==> src/rtl/cnn_pkg.sv <==
// Shared definitions for the CNN datapath blocks: flatten ordering codes,
// flatten-stage state encoding and a width helper.
package cnn_pkg;

    localparam int ORDER_CHW = 0;
    localparam int ORDER_HWC = 1;

    typedef enum logic [1:0] {
        ST_IDLE   = 2'd0,
        ST_STREAM = 2'd1,
        ST_DONE   = 2'd2
    } flatten_state_t;

    // Counter width for a range of 'value' entries, never narrower than one bit.
    function automatic int clog2_min1(input int value);
        return (value > 1) ? $clog2(value) : 1;
    endfunction

endpackage

==> src/rtl/flatten_index_gen.sv <==
// Nested channel/row/column counters walking a feature map in CHW or HWC order;
// produces the buffer offset of the current element plus its sequence index and last flag.
module flatten_index_gen
    import cnn_pkg::*;
#(
    parameter int ROWS     = 4,
    parameter int COLS     = 4,
    parameter int CHANNELS = 1,
    parameter int ORDER    = ORDER_CHW,
    localparam int N       = CHANNELS * ROWS * COLS,
    localparam int IDX_W   = clog2_min1(N)
) (
    input  logic             clk,
    input  logic             reset,
    input  logic             clear,
    input  logic             advance,
    output logic [IDX_W-1:0] offset,
    output logic [IDX_W-1:0] index,
    output logic             last
);

    localparam int CW = clog2_min1(CHANNELS);
    localparam int RW = clog2_min1(ROWS);
    localparam int KW = clog2_min1(COLS);
    localparam logic [CW-1:0]    C_MAX = CW'(CHANNELS - 1);
    localparam logic [RW-1:0]    R_MAX = RW'(ROWS - 1);
    localparam logic [KW-1:0]    K_MAX = KW'(COLS - 1);
    localparam logic [IDX_W-1:0] S_MAX = IDX_W'(N - 1);

    logic [CW-1:0]    ch_q;
    logic [RW-1:0]    row_q;
    logic [KW-1:0]    col_q;
    logic [IDX_W-1:0] seq_q;
    logic             ch_wrap, row_wrap, col_wrap;

    assign ch_wrap  = (ch_q == C_MAX);
    assign row_wrap = (row_q == R_MAX);
    assign col_wrap = (col_q == K_MAX);

    always_ff @(posedge clk or posedge reset) begin
        if (reset) begin
            ch_q  <= '0;
            row_q <= '0;
            col_q <= '0;
            seq_q <= '0;
        end else if (clear) begin
            ch_q  <= '0;
            row_q <= '0;
            col_q <= '0;
            seq_q <= '0;
        end else if (advance) begin
            seq_q <= last ? '0 : seq_q + 1'b1;
            // Carry chain order is the only difference between the two layouts.
            if (ORDER == ORDER_HWC) begin
                ch_q <= ch_wrap ? '0 : ch_q + 1'b1;
                if (ch_wrap) begin
                    col_q <= col_wrap ? '0 : col_q + 1'b1;
                    if (col_wrap)
                        row_q <= row_wrap ? '0 : row_q + 1'b1;
                end
            end else begin
                col_q <= col_wrap ? '0 : col_q + 1'b1;
                if (col_wrap) begin
                    row_q <= row_wrap ? '0 : row_q + 1'b1;
                    if (row_wrap)
                        ch_q <= ch_wrap ? '0 : ch_q + 1'b1;
                end
            end
        end
    end

    assign offset = IDX_W'((int'(ch_q) * ROWS + int'(row_q)) * COLS + int'(col_q));
    assign index  = seq_q;
    assign last   = (seq_q == S_MAX);

endmodule

==> src/rtl/flatten_stream.sv <==
// Captures a CHANNELS x ROWS x COLS feature map from a flat bus and streams it out
// one signed element per valid/ready transfer, with last/index sideband.
//   state     | meaning
//   ST_IDLE   | waiting for start; capture bus on start
//   ST_STREAM | presenting buffered elements, advancing on each transfer
//   ST_DONE   | one-cycle done pulse, busy still high
module flatten_stream
    import cnn_pkg::*;
#(
    parameter int DATA_W   = 16,
    parameter int ROWS     = 4,
    parameter int COLS     = 4,
    parameter int CHANNELS = 1,
    parameter int ORDER    = ORDER_CHW,
    localparam int N       = CHANNELS * ROWS * COLS,
    localparam int IDX_W   = clog2_min1(N)
) (
    input  logic                     clk,
    input  logic                     reset,
    input  logic                     start,
    input  logic [N*DATA_W-1:0]      feature_map_flat,
    output logic signed [DATA_W-1:0] out_data,
    output logic                     out_valid,
    input  logic                     out_ready,
    output logic                     out_last,
    output logic [IDX_W-1:0]         out_index,
    output logic                     busy,
    output logic                     done
);

    flatten_state_t      state_q, state_d;
    logic [N*DATA_W-1:0] fmap_q;
    logic [IDX_W-1:0]    offset, seq_idx;
    logic                seq_last;
    logic                capture, xfer;

    assign capture = (state_q == ST_IDLE) && start;
    assign xfer    = (state_q == ST_STREAM) && out_ready;

    flatten_index_gen #(
        .ROWS     (ROWS),
        .COLS     (COLS),
        .CHANNELS (CHANNELS),
        .ORDER    (ORDER)
    ) u_index_gen (
        .clk     (clk),
        .reset   (reset),
        .clear   (capture),
        .advance (xfer),
        .offset  (offset),
        .index   (seq_idx),
        .last    (seq_last)
    );

    always_ff @(posedge clk or posedge reset) begin
        if (reset)
            state_q <= ST_IDLE;
        else
            state_q <= state_d;
    end

    // Buffer content is irrelevant until the first capture, so it carries no reset.
    always_ff @(posedge clk) begin
        if (capture)
            fmap_q <= feature_map_flat;
    end

    always_comb begin
        state_d   = state_q;
        out_valid = 1'b0;
        busy      = 1'b1;
        done      = 1'b0;
        case (state_q)
            ST_IDLE: begin
                busy = 1'b0;
                if (start)
                    state_d = ST_STREAM;
            end
            ST_STREAM: begin
                out_valid = 1'b1;
                if (out_ready && seq_last)
                    state_d = ST_DONE;
            end
            ST_DONE: begin
                done    = 1'b1;
                state_d = ST_IDLE;
            end
            default: begin
                busy    = 1'b0;
                state_d = ST_IDLE;
            end
        endcase
    end

    // Sideband is forced to zero outside STREAM so reset and idle read as all-zero.
    assign out_data  = out_valid ? fmap_q[int'(offset)*DATA_W +: DATA_W] : '0;
    assign out_index = out_valid ? seq_idx : '0;
    assign out_last  = out_valid && seq_last;

endmodule

==> config.mk <==
export PLATFORM = sky130hd
export DESIGN_NAME = flatten_stream
export DESIGN_NICKNAME = d
export VERILOG_FILES = /design/src/rtl/cnn_pkg.sv /design/src/rtl/flatten_index_gen.sv /design/src/rtl/flatten_stream.sv
export SDC_FILE = /design/constraint.sdc
export NUM_CORES = 1
export LEC_CHECK = 0
export BUFFER_PORTS_ARGS = -buffer_cell sky130_fd_sc_hd__buf_2
export CORE_MARGIN = 5
export CORE_UTILIZATION = 56
export CTS_BUF_LIST = sky130_fd_sc_hd__clkbuf_8 sky130_fd_sc_hd__clkbuf_16
export CTS_CLUSTER_SIZE = 25
export DETAILED_ROUTE_END_ITERATION = 10
export GPL_TIMING_DRIVEN = 0
export HOLD_SLACK_MARGIN = 0.03
export PLACE_DENSITY = 0.92
export SYNTH_ARGS = -nofsm -noshare
export SYNTH_HDL_FRONTEND = slang
export SYNTH_SLANG_ARGS = --single-unit
==> constraint.sdc <==
create_clock -name clk -period 25.1 [get_ports clk]
set_input_delay 2.51 -clock clk [delete_from_list [all_inputs] [get_ports clk]]
set_output_delay 2.51 -clock clk [all_outputs]
set_load 0.01 [all_outputs]
Yosys cells after proc, flatten, opt, wreduce, memory -nomap -nowiden --
Cells that the tools add are included.
Storage, ports and cells: input bits 260, ROM bits 0, bits in latches 0, flip-flop bits (word level) 266, output and inout bits 24, memories 0, memory bits (writable) 0
Operators by class: reduce and logical (&&, ||, !) cells 10, multiply operators 0, add/subtract/negate cells 5, shifts and indexed selects 1, $lt $le $gt $ge 0, multiplexer cells 18, div/mod/pow operators 0, bitwise logic cells 0, equality and inequality tests 7
Operator list (number):
- 256-bit by 9-bit indexed part select with 16-bit output | 1
- 2-bit two-way mux | 9
- 16-bit two-way mux | 1
- 4-bit two-way mux | 4
- 2-bit equality test, second input constant | 3
- 2-bit by 1-bit adder with 2-bit output, second input constant | 2
- 4-bit by 1-bit adder with 4-bit output, second input constant | 1
- 4-bit by 3-bit adder with 4-bit output | 1
- 4-bit equality test, second input constant | 1
- 1-bit logical AND | 4
- 2-bit one-hot mux with 2 select lines | 1
- 2-bit AND reduction | 2
- 2-bit nonzero test | 2
- 1-bit two-way mux | 3
- 1-bit by 2-bit adder with 2-bit output, first input constant | 1
- 2-bit by 1-bit equality test with 1-bit output, second input constant | 1
- 2-bit logical NOT | 1
- 2-bit by 1-bit inequality test with 1-bit output, second input constant | 1
- 2-bit inequality test, second input constant | 1
- 2-bit OR reduction | 1

Depth between registers and ports, before layout --
Gate-level depths: netlist (run 1).
word-level depth 5, mapped depth 8

By module --
Synthesis (run 1) repeated with hierarchy kept, for this count alone.
Unflattened totals: cell total of the unflattened synthesis 574, area total of the unflattened synthesis 10557.6 um^2
Modules (own cells, without submodules):
- flatten_stream | area each 10167.3 um^2, cells an instance 537, instances 1
- flatten_index_gen | area each 390.4 um^2, cells an instance 37, instances 1

Least setup slack after synthesis (run 1) --
OpenSTA, ideal clock, no wires.
kind input -> register, start input start, end register fmap_q[0], enable pin, data arrival time 9.723 ns, data required time 24.379 ns, library setup time 0.721 ns, setup slack 14.655 ns, stages on the path 2, cells stage by stage and2_1 clkbuf_1
Between the ends: word-level cells in the longest chain between the ends 1
Ends and longest elaborated chain:
- start, declared | line flatten_stream.sv:20 | input logic start,
- 1-bit logical AND | line flatten_stream.sv:37 | assign capture = (state_q == ST_IDLE) && start;
- via capture | line flatten_stream.sv:35 | logic capture, xfer;
- end signal, assigned | line flatten_stream.sv:65 | fmap_q <= feature_map_flat;
- end, declared | line flatten_stream.sv:32 | logic [N*DATA_W-1:0] fmap_q;
The timed path passes the listed nets, and every way through them passes these cells. A chain may end at the register's enable or synchronous reset.

Final worst setup path (run 1) --
start register state_q[1], end output out_data[12]
Between the ends: word-level cells in the longest chain between the ends 3
Ends and longest elaborated chain:
- start, declared | line flatten_stream.sv:31 | flatten_state_t state_q, state_d;
- start signal, assigned | line flatten_stream.sv:59 | state_q <= state_d;
- 2-bit by 1-bit equality test with 1-bit output | line flatten_stream.sv:73 | case (state_q)
- 1-bit two-way mux | line flatten_stream.sv:73
- 16-bit two-way mux | line flatten_stream.sv:96 | assign out_data = out_valid ? fmap_q[int'(offset)*DATA_W +: DATA_W] : '0;
- end, declared | line flatten_stream.sv:22 | output logic signed [DATA_W-1:0] out_data,
Every way passes these cells.

==> results.json, run 1 <==
{
  "status": "finished, final reports clean",
  "overflow": 0,
  "rsz0062_at_grt": "false",
  "cp-start-kind": "flip-flop",
  "wl_um": 26800,
  "period_needed_ns": 5.42,
  "cts_setup_buffers": 0,
  "cts_root_buffer": "clkbuf_16",
  "gp_congestion": 0.847,
  "numPortBuffers": 283,
  "grt_max_degree": 75,
  "io-pin-count": 284,
  "synth_nets": 825,
  "cellPowerDensity_nw_per_um2": 102,
  "finalCritPeriodShare_pct": 21.6,
  "synthFlopType": "edfxtp_1",
  "netlist_instances": 557,
  "finish.net_count": 1139,
  "hpwl_um": 19700,
  "fmax_mhz": 184,
  "ctsResizeCount": 0,
  "grt_first_pass_wirelength_um": 39500,
  "clk_path_buf_depth": 3,
  "area_delta_synth_final_pct": 25.3,
  "drt_iter0_drc": 494,
  "vias": 6403,
  "die_h_um": 147,
  "drt_first_pass_iters": 5,
  "worstMarginPinSlew_ns": 0.856,
  "crit_arrival_ns": 2.91,
  "p_leak_nw": 5.00,
  "ant_nets": 0,
  "drive_gt1_share_pct": 43.0,
  "synth_seq_cells": 266,
  "place_area_um2": 12300,
  "finalSetupTns_ns": 0,
  "crit_fanout": 10,
  "placementRows": 50,
  "core_area_um2": 18600,
  "postLayoutCoreUtil_pct": 70.9,
  "start_util_pct": 56.6,
  "cts_buffers": 26,
  "yosys_warnings": 0,
  "drv_slew": 0,
  "crit_type": "reg2out",
  "setup_violations": 0,
  "insertion_delay_ns": 0.53,
  "wl_per_cell_um": 23.7,
  "fin_skew_ns": 0.0182,
  "route.detailed.drc": 0,
  "grt_pass1_vias": 6914,
  "synth-edff-count": 256,
  "vdd_ir_drop_max_mv": 0.0679,
  "synth_area_um2": 10500,
  "h-tree-depth": 1,
  "clock_sinks": 266,
  "crit_required_ns": 22.59,
  "endpoint_kind": "output pin",
  "die-area_um2": 21700,
  "avgSynthCellArea_um2": 18.9,
  "cts_tree": "yes",
  "ys_seq_area_share_pct": 75.3,
  "slew_headroom_pct": 42.9,
  "cts-hold-fix-buffers": 0,
  "n_fill_cell": 1175,
  "multi_input_comb_area_um2": 2360,
  "drv_cap": 0,
  "synth_async_sr_flop_share_pct": 3.76,
  "fp.dieW_um": 147,
  "fin_area_um2": 13200,
  "track_usage_pct": 24.3,
  "regArea_um2": 7940,
  "hold_path_class": "reg2reg",
  "vias_per_cell": 5.68,
  "antenna_found_initial": 3,
  "ys_types": 30,
  "path_clk_slew_ns": 0.06,
  "hold_viol": 0
}
[cell usage in the layout (no fill, tap or decap), drive strengths merged, types with 11 or more instances in the layout]
| master | synthesis | layout |
|---|---|---|
| a311oi | 11 | 11 |
| clkbuf | 9 | 37 |
| edfxtp | 256 | 256 |
| a22oi | 21 | 21 |
| buf | 23 | 309 |
| mux4 | 32 | 32 |
| o2111ai | 11 | 11 |
| a21oi | 20 | 20 |
| nand2 | 45 | 45 |
| mux2i | 69 | 69 |
[critical path: stages, from the launching register on]
cell       delay (ns)
dfrtp_1          0.40
inv_1            0.13
ha_1             0.21
clkbuf_1         0.32
and2_1           0.19
clkbuf_1         0.37
buf_4            0.28
o2111ai_1        0.12
a21oi_1          0.19
buf_2            0.18
[worst paths after layout]
path | start | to | slack [ns] | depth (start not counted)
worst max-delay path | state_q[1] | out_data[12] | 19.68 | 9
worst min-delay path | state_q[1] | state_q[1] | 0.55 | 1
worst max register to register | state_q[1] | fmap_q[42] | 22.44 | 6
worst min register to register | state_q[1] | state_q[1] | 0.55 | 1
max in group asynchronous | reset | u_index_gen.index[1] | 22.84 | 2
min in group asynchronous | reset | u_index_gen.index[2] | 1.97 | 2
[final cells by class]
cell class | count | share of cell area, %
flip-flops and latches | 266 | 60.1
multi-input cells | 255 | 17.9
repair buffers | 286 | 11.3
clock buffers | 28 | 5.22
well taps | 234 | 2.22
plain buffers | 32 | 1.79
clock inverters | 20 | 1.33
inverters | 4 | 0.114
diodes | 3 | 0.0568
[report_power, final]
| part | switching, mW | internal (mW) | leakage [nW] |
|---|---|---|---|
| clock | 0.158 | 0.229 | 0.444 |
| combinational | 0.195 | 0.138 | 2.04 |
| sequential | 0.0266 | 0.599 | 2.52 |
[cells in the mapped netlist, types with 4 or more instances]
cell type  instances  area, µm²
a21oi_1           20        100
a22oi_1           21        158
a311oi_1          11       96.3
and2_1             9       56.3
buf_2              9       45.0
buf_4              4       30.0
buf_6              7       78.8
clkbuf_1           8       30.0
dfrtp_1           10        250
edfxtp_1         256       7690
ha_1               8        100
inv_1              4       15.0
mux2i_1           69        691
mux4_2            30        676
nand2_1           45        169
nand3_1            6       30.0
nor2_1             4       15.0
nor2b_1            4       25.0
o2111ai_1         11       96.3
o21ai_0            6       30.0
[kinds of logic after synthesis]
group / after synthesis / share of synthesized area [%]
flip-flops: 266 / 75.3
AO/OA/AOI/OAI: 69 / 4.56
multiplexers: 103 / 13.7
XOR/XNOR: 1 / 0.0831
adder cells (fa/ha/maj): 8 / 0.949
AND/OR/NAND/NOR: 74 / 3.13
buffers and inverters: 36 / 2.35
[sequential cells by signal (all words and copies together) (netlist names)]
register / cells
u_index_gen.col_q: 2
state_q: 2
u_index_gen.index: 4
fmap_q: 256
u_index_gen.row_q: 2
[metrics by stage]
step                worst slack (ns)  hold WS [ns]  power [mW]  cells
floorplan                      14.66         0.508       0.878    557
global placement               12.38         0.525       0.992   1074
detailed placement             20.21         0.545       0.967   1077
CTS                            19.64         0.560        1.35   1125
global route                   19.43         0.567        1.41   1128
finish                         19.68         0.554        1.34   1128
[per-layer routing]
layer  GRT usage [%]  vias up  wire length, µm  part of all wire (%)
li1                -     2881                -                     -
met1            30.0     3161             9840                    37
met2            42.9      312            14100                    53
met3            5.43       49             2140                   8.0
met4            7.88        0              686                   2.6
met5               0        -                0                     0
No activity file was read; power rests on OpenSTA's default activity.
==> run 2, diff against run 1 <==
CORE_UTILIZATION = 52   (was 56)
PLACE_DENSITY = 0.87   (was 0.92)
clock period = 5.3 ns   (was 25.1 ns; I/O delays follow)
==> run 2 against run 1 <==
  * Count of clock-buffer cells in the layout is 1 lower
  * Critical path depth stayed put
  * Clock skew is 0.0033 ns lower
  * Die area is 7.2% higher
==> results.json, run 2 (synthesis gave the netlist of run 1 again) <==
{
  "status": "finished, final reports clean",
  "drt_first_pass_iters": 4,
  "drt_iter0_drc": 485,
  "hold_viol": 0,
  "holdPathEnd": "fmap_q[32]",
  "place_ws_ns": 2.41,
  "area_delta_synth_final_pct": 26.1,
  "crit_top_cell": "clkbuf_1",
  "track_usage_pct": 22.1,
  "cp-start-kind": "flip-flop",
  "postLayoutCoreUtil_pct": 66.2,
  "numPortBuffers": 283,
  "place_area_um2": 12400,
  "fmax_mhz": 291,
  "worstMarginPinSlew_ns": 0.695,
  "grt_max_degree": 129,
  "path_cells": "inv_1, ha_1, clkbuf_1, and2_1, clkbuf_1, buf_4, nand2_1, a21oi_1, buf_2",
  "clock_sinks": 266,
  "cellPowerDensity_nw_per_um2": 485,
  "placementRows": 52,
  "regToRegEndpoint": "fmap_q[254]",
  "drv_slew": 0,
  "crit_required_ns": 4.77,
  "final_common_cell": "buf_2",
  "cp.buffers_inverters": 5,
  "clk_path_buf_depth": 3,
  "r2r_setup_slack_ns": 3.30,
  "endpoint_kind": "output pin",
  "wl_um": 26400,
  "h-tree-depth": 1,
  "cts_tree": "yes",
  "period_needed_ns": 3.44,
  "ant_nets": 0,
  "reg2reg_from": "state_q[1]",
  "vdd_ir_drop_max_mv": 0.424,
  "slowest_delay_ns": 0.40,
  "finalCritPeriodShare_pct": 64.9,
  "drive_gt1_share_pct": 42.8,
  "setup_violations": 0,
  "die_h_um": 152,
  "slew_headroom_pct": 53.7,
  "core_area_um2": 20100,
  "p_sw_share_pct": 28.0,
  "largest-register": "fmap_q",
  "p_leak_nw": 5.02,
  "vias_per_cell": 5.44,
  "crit_type": "reg2out",
  "route.detailed.drc": 0,
  "rr_worst_depth": 5,
  "ctsResizeCount": 0,
  "rsz0062_at_grt": "false",
  "critPathSlowestCell": "dfrtp_1",
  "cts_root_buffer": "clkbuf_16",
  "whs_path_depth": 1,
  "grt_first_pass_wirelength_um": 39100,
  "cts_buffers": 27,
  "path_clk_slew_ns": 0.07,
  "fin_skew_ns": 0.0148,
  "fp.dieW_um": 152,
  "hp-start": "feature_map_flat[32]",
  "largest_register_ffs": 256,
  "hold_path_class": "in2reg",
  "die-area_um2": 23200,
  "hpwl_um": 19300,
  "crit_arrival_ns": 2.91,
  "cp_top_family": "buffers and inverters",
  "insertion_delay_ns": 0.53,
  "final_cell_mix": "buf_2 (292), edfxtp_1 (256), mux2i_1 (69)",
  "overflow": 0,
  "gp_congestion": 0.812,
  "vias": 6351,
  "drv_cap": 0,
  "wl_per_cell_um": 22.6,
  "crit_fanout": 10,
  "p_sw_mw": 1.80,
  "setup_ws_ns": 1.86,
  "io-pin-count": 284,
  "p_seq_share_pct": 45.8,
  "combPwrFrac_pct": 24.2,
  "clkPwrFrac_pct": 30.0,
  "finish.net_count": 1140,
  "grt_pass1_vias": 6684,
  "start_util_pct": 52.5,
  "fin_area_um2": 13300,
  "internal_power_mw": 4.65,
  "antenna_found_initial": 7
}
## run 2: changes by cell type in the layout (fill, tap and decap cells not counted), sizes merged
cell and delta:
dlygate4sd3 +1, clkbuf -1, bufinv +2, buf -1, diode +3, inv +1
clkinv -1
## run 2: worst max path at each step
| stage | cells after the start | endpoint | slack [ns] | start |
|---|---|---|---|---|
| after global routing | 8 | out_data[9] | 1.56 | state_q[1] |
| after CTS | 9 | out_data[2] | 1.80 | state_q[1] |
| final | 9 | out_data[2] | 1.86 | state_q[1] |
| after global placement | 4 | fmap_q[55] | -0.33 | state_q[0] |
| after detailed placement | 9 | out_data[2] | 2.41 | state_q[1] |
| after floorplan | 4 | fmap_q[0] | 0.75 | state_q[0] |
## run 2: per-layer routing
layer  up-vias  share of wire (%)  GRT usage (%)
met5         -              0.049              0
met4         2                2.9           7.34
met3        49                7.9           5.08
met2       290                 51           38.3
met1      3122                 38           27.7
li1       2888                  -              -
## run 2: worst register-to-register path, cell delays in order (launching register included)
cell and delay (ns):
dfrtp_1 0.40, inv_1 0.14, ha_1 0.17, and2_1 0.13, clkbuf_8 0.24, buf_16 0.49
## run 2: timing repair
item	in CTS	in global routing
hold buffers	1	0
hold endpoints to repair	10	0
buffers inserted	0	0
## run 2: area by class of cell
class / count / area (µm²)
antenna: 6 / 15.0
buffer: 32 / 243
clock buffer: 27 / 676
clock inverter: 22 / 234
fill: 1362 / 6800
inverter: 4 / 15.0
multi-input combinational: 255 / 2360
sequential: 266 / 7940
tap: 270 / 338
timing repair buffer: 286 / 1480
## run 2: power groups by stage
stage / Sequential [mW] / Combinational [mW] / Clock (mW)
floorplan: 3.03 / 1.03 / 0
global placement: 3.09 / 1.50 / 0
detailed placement: 3.00 / 1.57 / 0
CTS: 2.96 / 1.58 / 1.97
global route: 2.99 / 1.69 / 2.06
finish: 2.95 / 1.56 / 1.93
## run 2: per-stage QoR
stage | power (mW) | TNS (ns) | instances | hold slack (ns)
final | 6.45 | 0 | 1168 | 0.172
after global routing | 6.74 | 0 | 1168 | 0.146
after global placement | 4.59 | -78.09 | 1110 | 0.527
after floorplan | 4.07 | 0 | 557 | 0.370
after detailed placement | 4.57 | 0 | 1112 | 0.549
after CTS | 6.50 | 0 | 1162 | 0.146
==> run 3, diff against run 2 <==
ABC_AREA = 1   (was unset)
CORE_UTILIZATION = 53   (was 52)
PLACE_DENSITY = 0.88   (was 0.87)
clock period = 3.2 ns   (was 5.3 ns; I/O delays follow)
==> run 3 against run 2 <==
  * Count of clock-buffer cells in the layout did not move
  * Register-to-register slack got worse by 2.4 ns
  * Design area rose by 26%
  * Die area rose by 5.1%
  * Routed wire length rose by 70%
  * Critical path depth did not move
  * Clock skew rose by 0.022 ns
  * Critical endpoint is now out_data[7]
  * Largest cell class unchanged
  * Largest power group unchanged
  * Highest routed layer unchanged
==> results.json, run 3 <==
{
  "status": "finished, final reports clean",
  "grt_max_degree": 53,
  "period_needed_ns": 2.95,
  "avgSynthCellArea_um2": 10.6,
  "crit_arrival_ns": 2.63,
  "placementRows": 53,
  "hpwl_um": 24500,
  "ys_types": 18,
  "synth_nets": 1339,
  "slew_headroom_pct": 56.4,
  "worstMarginPinSlew_ns": 0.653,
  "grt_first_pass_wirelength_um": 65100,
  "hold_path_class": "in2reg",
  "critPathSlowestCell": "dfrtp_1",
  "setup_violations": 0,
  "p_sw_share_pct": 38.6,
  "finalSetupTns_ns": 0,
  "place_ws_ns": 0.931,
  "gp_congestion": 0.861,
  "drv_cap": 0,
  "drt_iter0_drc": 1279,
  "cts_tree": "yes",
  "synth_seq_cells": 266,
  "clk_path_buf_depth": 3,
  "crit_required_ns": 2.88,
  "clock_sinks": 266,
  "antenna_found_initial": 6,
  "cellPowerDensity_nw_per_um2": 779,
  "p_seq_share_pct": 37.7,
  "final_cell_mix": "nand2_1 (394), buf_2 (316), dlygate4sd3_1 (257)",
  "crit_top_cell": "nand2_1",
  "path_clk_slew_ns": 0.06,
  "area_delta_synth_final_pct": 47.5,
  "drt_first_pass_iters": 6,
  "crit_fanout": 10,
  "insertion_delay_ns": 0.56,
  "track_usage_pct": 36.0,
  "h-tree-depth": 1,
  "internal_power_mw": 8.00,
  "overflow": 0,
  "cts-hold-fix-buffers": 257,
  "largest_register_ffs": 256,
  "netlist_instances": 1071,
  "fmax_mhz": 339,
  "drv_slew": 0,
  "setup_ws_ns": 0.246,
  "numPortBuffers": 283,
  "clkPwrFrac_pct": 25.1,
  "start_util_pct": 53.9,
  "synth_most_common_cell": "nand2_1",
  "finalCritPeriodShare_pct": 92.3,
  "fp.dieW_um": 156,
  "synth.top_cell.area_share_pct": 67.8,
  "fin_area_um2": 16700,
  "synth-edff-count": 256,
  "core_area_um2": 21000,
  "ys_seq_area_share_pct": 70.0,
  "ctsResizeCount": 0,
  "rsz0062_at_grt": "false",
  "yosys_warnings": 0,
  "cts_setup_buffers": 0,
  "endpoint_kind": "output pin",
  "crit_type": "reg2out",
  "io-pin-count": 284,
  "combPwrFrac_pct": 37.2,
  "die_h_um": 156,
  "drive_gt1_share_pct": 22.3,
  "synth_area_leaders": "edfxtp_1 (68%), nand2_1 (13%), nand3_1 (7.3%)",
  "p_sw_mw": 5.02,
  "n_fill_cell": 1157,
  "postLayoutCoreUtil_pct": 79.5,
  "route.detailed.drc": 0,
  "stdcell_count": 1949,
  "fin_skew_ns": 0.0365,
  "largest-register": "fmap_q",
  "path_cells": "inv_2, clkbuf_1, nand2_1, nand2_1, nand2_1, nand3_1, nand3_1, a21oi_1, buf_2",
  "synthFlopType": "edfxtp_1",
  "ant_nets": 0,
  "p_leak_nw": 7.58,
  "wl_per_cell_um": 23.0,
  "finish.net_count": 1914,
  "wl_um": 44800,
  "die-area_um2": 24400,
  "slowest_delay_ns": 0.45,
  "synth_async_sr_flop_share_pct": 3.76,
  "cts_root_buffer": "clkbuf_16",
  "place_inst": 1635,
  "grt_pass1_vias": 11500,
  "final_common_cell": "nand2_1",
  "cp.buffers_inverters": 3,
  "cts_buffers": 27,
  "vias": 10900,
  "place_area_um2": 13200,
  "hold_viol": 0,
  "cp_top_family": "buffers and inverters",
  "synth_area_um2": 11300,
  "synth_largest_area_cell": "edfxtp_1",
  "vias_per_cell": 5.58,
  "vdd_ir_drop_max_mv": 0.614,
  "cp-start-kind": "flip-flop",
  "synth_common_cells": "nand2_1 (395), edfxtp_1 (256), nand3_1 (166), inv_1 (142), buf_2 (33)"
}
run 3: power by group through the flow:
stage / combinational (mW) / sequential [mW] / clock [mW]
after floorplan: 2.62 / 4.96 / 0
after global placement: 4.06 / 5.05 / 0
after detailed placement: 4.26 / 4.90 / 0
after CTS: 4.56 / 4.83 / 3.18
after global routing: 5.18 / 4.93 / 3.40
final: 4.84 / 4.91 / 3.27
run 3: per-layer routing:
layer	global-route usage [%]	wire length, µm
met1	40.9	14500
met2	61.4	21800
met3	7.88	4930
met4	23.1	3570
met5	0	12
run 3: path summary, 6_finish.rpt:
path,startpoint,end,slack [ns],depth (start not counted)
max in group asynchronous,reset,u_index_gen.row_q[1],2.50,3
min in group asynchronous,reset,u_index_gen.index[0],0.37,3
setup reg to reg,state_q[1],fmap_q[162],0.85,7
setup / recovery,u_index_gen.col_q[0],out_data[7],0.25,9
hold / removal,start,u_index_gen.index[0],0.20,4
hold reg to reg,u_index_gen.index[2],u_index_gen.index[2],0.57,1
run 3: per-stage QoR:
stage	total power [mW]	hold slack, ns
after global routing	13.5	0.231
final	13.0	0.202
after floorplan	7.59	0.160
after global placement	9.10	0.319
after CTS	12.6	0.153
after detailed placement	9.16	0.341
run 3: tightest hold or removal path, cell delays in order:
cell and delay, ns:
buf_2 0.13, nand2_4 0.10, nand3_1 0.08, o21ai_1 0.06
run 3: cells by family after synthesis:
| group | count (synthesis) | share of synthesized area, % |
|---|---|---|
| buffers and inverters | 198 | 7.02 |
| AO/OA/AOI/OAI | 29 | 1.31 |
| XOR/XNOR | 1 | 0.0773 |
| adder cells (fa/ha/maj) | 8 | 0.883 |
| flip-flops | 266 | 70.0 |
| AND/OR/NAND/NOR | 569 | 20.7 |
run 3: area by class of cell:
type	count	area, µm²	share of cell area [%]
Clock inverter	23	210	1.26
Clock buffer	27	676	4.04
Sequential cell	266	7940	47.5
Timing Repair Buffer	546	4110	24.6
Buffer	53	251	1.50
Inverter	145	548	3.28
Multi-Input combinational cell	607	2620	15.7
Tap cell	275	344	2.06
Antenna cell	7	17.5	0.105
